File: src/rtl/mtsp_alu_result_collector.sv
// Dual-phase ALU result collector: FIFO of {tag, dword} drained by a valid/ready write-back port.
// Optional same-cycle bypass when empty: define MTSP_ALU_COLLECT_BYPASS_EN.
module mtsp_alu_result_collector #(
   parameter int unsigned DEPTH     = 8,
   parameter int unsigned AF_MARGIN = 6,
   parameter int unsigned AW        = 6
) (
   input  logic                    CLK,
   input  logic                    RST,
   input  logic [1:0]              PHASE_EN,
   input  logic [31:0]             DIN0,
   input  logic [31:0]             DIN1,
   input  logic [AW-1:0]           TAG0,
   input  logic [AW-1:0]           TAG1,
   output logic                    WB_VALID,
   input  logic                    WB_READY,
   output logic [31:0]             WB_DATA,
   output logic [AW-1:0]           WB_ADDR,
   output logic                    ALMOST_FULL,
   output logic                    OVERFLOW,
   output logic [$clog2(DEPTH):0]  COUNT
);
   localparam int unsigned PW = $clog2(DEPTH);
   localparam int unsigned CW = PW + 1;
   localparam int unsigned EW = AW + 32;

   logic [EW-1:0] mem_q [DEPTH];
   logic [PW-1:0] wr_ptr_q, wr_ptr_d, rd_ptr_q, rd_ptr_d;
   logic [CW-1:0] count_q, count_d, free_slots;
   logic          overflow_q, overflow_d, almost_full_q, almost_full_d;
   logic          fifo_valid, pop, bypass, bypass_taken, push0, push1, dropped;
   logic [EW-1:0] ent0, ent1, head;

   assign ent0 = {TAG0, DIN0};
   assign ent1 = {TAG1, DIN1};
   assign head = mem_q[rd_ptr_q];

   always_comb begin
      fifo_valid = (count_q != '0);
      pop        = fifo_valid && WB_READY;
      bypass     = 1'b0;
`ifdef MTSP_ALU_COLLECT_BYPASS_EN
      bypass     = !RST && !fifo_valid && (PHASE_EN == 2'b01 || PHASE_EN == 2'b10);
`endif
      // A bypassed result accepted by the register file never enters the FIFO
      bypass_taken = bypass && WB_READY;
      free_slots   = CW'(DEPTH) - count_q + CW'(pop);
      push0        = 1'b0;
      push1        = 1'b0;
      if (!RST && !bypass_taken) begin
         push0 = PHASE_EN[0] && (free_slots != '0);
         push1 = PHASE_EN[1] && (free_slots > CW'(PHASE_EN[0]));
      end
      dropped = !RST && !bypass_taken &&
                ((PHASE_EN[0] && !push0) || (PHASE_EN[1] && !push1));

      wr_ptr_d      = wr_ptr_q + PW'(push0) + PW'(push1);
      rd_ptr_d      = rd_ptr_q + PW'(pop);
      count_d       = count_q + CW'(push0) + CW'(push1) - CW'(pop);
      overflow_d    = overflow_q | dropped;
      almost_full_d = (CW'(DEPTH) - count_d) < CW'(AF_MARGIN);
   end

   always_ff @(posedge CLK or posedge RST) begin
      if (RST) begin
         wr_ptr_q      <= '0;
         rd_ptr_q      <= '0;
         count_q       <= '0;
         overflow_q    <= 1'b0;
         almost_full_q <= 1'b0;
      end else begin
         wr_ptr_q      <= wr_ptr_d;
         rd_ptr_q      <= rd_ptr_d;
         count_q       <= count_d;
         overflow_q    <= overflow_d;
         almost_full_q <= almost_full_d;
      end
   end

   // Storage needs no reset: outputs are gated by occupancy
   always_ff @(posedge CLK) begin
      if (push0) mem_q[wr_ptr_q] <= ent0;
      if (push1) mem_q[wr_ptr_q + PW'(push0)] <= ent1;
   end

   always_comb begin
      WB_VALID = fifo_valid;
      WB_DATA  = '0;
      WB_ADDR  = '0;
      if (fifo_valid) begin
         WB_DATA = head[31:0];
         WB_ADDR = head[EW-1:32];
      end else if (bypass) begin
         WB_VALID = 1'b1;
         WB_DATA  = PHASE_EN[0] ? DIN0 : DIN1;
         WB_ADDR  = PHASE_EN[0] ? TAG0 : TAG1;
      end
   end

   assign COUNT       = count_q;
   assign OVERFLOW    = overflow_q;
   assign ALMOST_FULL = almost_full_q;

endmodule

File: config.mk
export PLATFORM = sky130hd
export DESIGN_NAME = mtsp_alu_result_collector
export DESIGN_NICKNAME = d
export VERILOG_FILES = /design/src/rtl/mtsp_alu_result_collector.sv
export SDC_FILE = /design/constraint.sdc
export NUM_CORES = 1
export LEC_CHECK = 0
export ABC_AREA = 1
export CAP_MARGIN = 15
export CORE_ASPECT_RATIO = 0.8
export CORE_MARGIN = 5
export CORE_UTILIZATION = 45
export CTS_BUF_LIST = sky130_fd_sc_hd__clkbuf_16
export CTS_CLUSTER_SIZE = 24
export DETAILED_ROUTE_END_ITERATION = 8
export GPL_ROUTABILITY_DRIVEN = 0
export GPL_TIMING_DRIVEN = 0
export HOLD_SLACK_MARGIN = 0.08
export PLACE_DENSITY_LB_ADDON = 0.05
export SLEW_MARGIN = 40
export SYNTH_ARGS = -nofsm -noshare
export SYNTH_HDL_FRONTEND = slang
export SYNTH_SLANG_ARGS = --single-unit
File: constraint.sdc
create_clock -name CLK -period 5.9 [get_ports CLK]
set_clock_uncertainty 0.2 [all_clocks]
set_input_delay 0.885 -clock CLK [delete_from_list [all_inputs] [get_ports CLK]]
set_output_delay 0.885 -clock CLK [all_outputs]
set_load 0.005 [all_outputs]
==> flow_summary.json <==
{
  "r2r_slack_ns": 0.39,
  "grt_pass1_wl_microns": 106800,
  "multi_input_area_sq_mm": 0.007525,
  "hold_viol_final": 0,
  "critPathLaunchType": "flop",
  "synth_area_sq_mm": 0.01832,
  "wl_per_cell_microns": 24.78,
  "critPathCaptureType": "flop",
  "yosys.area.top_type": "edfxtp_1",
  "fp-row-count": 66,
  "peakVddDrop_mv": 0.3077,
  "syn_inst": 2236,
  "synth_area_leaders": "edfxtp_1, nand2_1, nand4_1",
  "async_flop_share": 0.03797,
  "clock_sinks": 316,
  "cts_root_buf": "clkbuf_16",
  "synth_top_family_by_area": "simple AND/OR/NAND/NOR gates",
  "die_w_microns": 235.6,
  "gr-total-overflow": 0,
  "r2r_cells": 23,
  "synth-main-ff-cell": "edfxtp_1",
  "whs_path_depth": 2,
  "min_period_ns": 5.512,
  "wl_microns": 72180,
  "postCtsHoldBufs": 0,
  "required_ns": 5.94,
  "viasPerCell": 6.035,
  "synth_compound_area_frac": 0.05436,
  "drc": 0,
  "crit_fanout": 11,
  "leakage_nw": 8.859,
  "dp_slack_ns": -0.1156,
  "period_share": 0.9342,
  "seqCellArea_sq_mm": 0.009429,
  "cts_setup_buffers": 0,
  "synthMuxAreaShare": 0,
  "setup_ws_ns": 0.3882,
  "holdPathEnd": "OVERFLOW",
  "cts-buffers-inserted": 37,
  "final.setup.tns_ns": 0,
  "worstMarginPinSlew_ns": 0.9066,
  "ios": 126,
  "fin_nets": 2444,
  "synth_edf_count": 304,
  "dr_total_vias": 17580,
  "yosysUniqueCellTypes": 25,
  "rsz0062_at_grt": "no",
  "synthTopCellsByCount": "nand2_1, nor2_1, nand4_1",
  "synth_top_area_share": 0.4982,
  "syn_to_final_growth_pct": 14.70,
  "r2r-end": "mem_q[5][26]",
  "yosys.cell_count.top_type": "nand2_1",
  "dieArea_sq_mm": 0.04488,
  "setup_viol": 0,
  "grt_pass1_vias": 16720,
  "antenna_found_initial": 0,
  "drive_above_1_share": 0.1296,
  "critPathKind": "flop to flop",
  "synth_area_per_cell_sq_um": 8.194,
  "synth_seq_area_share": 0.5146,
  "initialDrtViolationCount": 2263,
  "clk_pin_slew_ns": 0.06,
  "synth_xor_area_frac": 0.001912,
  "r2r_start": "COUNT[2]",
  "slew_headroom": 0.3956,
  "diodes": 0,
  "synth_fa_ha_area_frac": 0.01243,
  "ys_warn_count": 0,
  "maxCapViolCount": 0,
  "synth-simple-area-share": 0.3369,
  "grt_usage": 0.3134,
  "start_util": 0.4528,
  "insertion_delay_ns": 0.54,
  "crit_arrival_ns": 5.55,
  "ant_nets": 0,
  "die_h_microns": 190.5,
  "design.core.area_sq_mm": 0.04046,
  "hold_path.class": "flop to flop",
  "max_freq_mhz": 181.4,
  "syn_nets": 2334,
  "finalMaxSlewViolations": 0,
  "portBuffers": 49,
  "cts_tree": "done",
  "power.density_mw_per_mm2": 522.3,
  "clk_path_buf_depth": 3,
  "worstHoldStart": "OVERFLOW",
  "fillers": 3854,
  "ys_ff_latch": 316,
  "outcome": "completed",
  "htreeDepth": 2,
  "place_hpwl_microns": 50300,
  "dr.pass1.iters": 6,
  "grt_max_degree": 15,
  "total_power_mw": 10.98
}
## critical path: stages, from the launching register on
cell      delay (ns)
dfrtp_1         0.39
inv_1           0.10
ha_1            0.20
nand3_1         0.25
clkbuf_2        0.42
nand2_1         0.14
ha_1            0.20
inv_1           0.09
ha_1            0.25
nor2_1          0.15
nand3_1         0.11
nand2_2         0.41
inv_1           0.10
ha_1            0.20
ha_1            0.34
inv_1           0.12
nand3_2         0.10
nor2_2          0.14
nand3_1         0.15
buf_2           0.27
buf_6           0.21
o21ai_4         0.22
buf_8           0.24
buf_8           0.17
## cell type report
| type | instances | share of cell area |
|---|---|---|
| Timing Repair Buffer | 71 | 0.04049 |
| Multi-Input combinational cell | 1620 | 0.3581 |
| Inverter | 29 | 0.005180 |
| Tap cell | 544 | 0.03239 |
| Clock buffer | 37 | 0.04406 |
| Clock inverter | 25 | 0.006609 |
| Sequential cell | 316 | 0.4487 |
| Buffer | 271 | 0.06454 |
## kinds of logic (layout without fill, tap and decap cells)
family,after synthesis,count (layout)
xor gates and xnor gates,4,4
adders and majority gates,17,17
AOI/OAI and AO/OA,199,199
buffers and inverters,300,433
DFF,316,316
and+or+nand+nor,1400,1400
## cells in the final DEF, fill, tap and decap left out
master / n
edfxtp_1: 304
nand4_1: 305
clkbuf_16: 37
o21ai_0: 169
clkinv_4: 1
buf_6: 8
clkdlybuf4s50_1: 49
nand2_2: 3
nor2_4: 1
buf_2: 146
nand3_1: 61
inv_2: 4
dfrtp_1: 12
clkbuf_1: 54
buf_1: 14
buf_8: 17
nor2_2: 9
clkinv_2: 11
o21ai_4: 8
nand3_2: 7
bufinv_16: 1
buf_4: 19
clkbuf_2: 32
xor2_1: 3
nand2_1: 664
clkinv_1: 5
ha_1: 15
inv_1: 32
o21ai_1: 21
xnor2_1: 1
fa_1: 2
buf_16: 3
a21oi_1: 1
nor2_1: 350
## how the worst max path moves through the flow
| stage | endpoint | cells past startpoint | slack, ns | startpoint |
|---|---|---|---|---|
| detailed placement | mem_q[5][27] | 23 | -0.12 | COUNT[2] |
| finish | mem_q[5][26] | 23 | 0.39 | COUNT[2] |
| floorplan | mem_q[7][0] | 14 | 0.50 | COUNT[2] |
| global route | mem_q[5][21] | 24 | 0.18 | COUNT[2] |
| CTS | mem_q[5][21] | 23 | 0.15 | COUNT[2] |
| global placement | mem_q[7][12] | 14 | -2.81 | COUNT[2] |
## where the power goes
group	internal [mW]	leakage (nW)	switching, mW
combinational	1.79	5.40	3.97
clock	1.18	0.562	0.952
sequential	2.98	2.90	0.105
total	5.95	8.86	5.03
## through the flow
step	instances	area (sq um)	util	hold WS, ns
3_5_place_dp	2851	19950	0.4929	0.2781
6_report	2913	21020	0.5194	0.2943
3_3_place_gp	2829	19490	0.4818	0.2706
5_1_grt	2913	21020	0.5194	0.3111
4_1_cts	2913	21010	0.5193	0.2944
2_1_floorplan	2236	18320	-	0.2731
## metal layers
| layer | up-vias | wire length [microns] | GRT usage | share of wire |
|---|---|---|---|---|
| met4 | 0 | 3033 | 0.1196 | 0.042 |
| met3 | 200 | 8506 | 0.06492 | 0.12 |
| li1 | 7889 | - | - | - |
| met5 | - | 0 | 0 | 0 |
| met2 | 1158 | 30970 | 0.4757 | 0.43 |
| met1 | 8332 | 29670 | 0.4458 | 0.41 |
## state kept, by name, indices dropped and copies added (netlist names)
name         cells
OVERFLOW         1
COUNT            4
ALMOST_FULL      1
wr_ptr_q         3
mem_q          304
rd_ptr_q         3
## what timing repair did
item,4_1_cts,5_1_grt
cloned,0,0
resized for setup,1,2
setup endpoints to repair,82,82
Power figures use the tool's default switching activity.
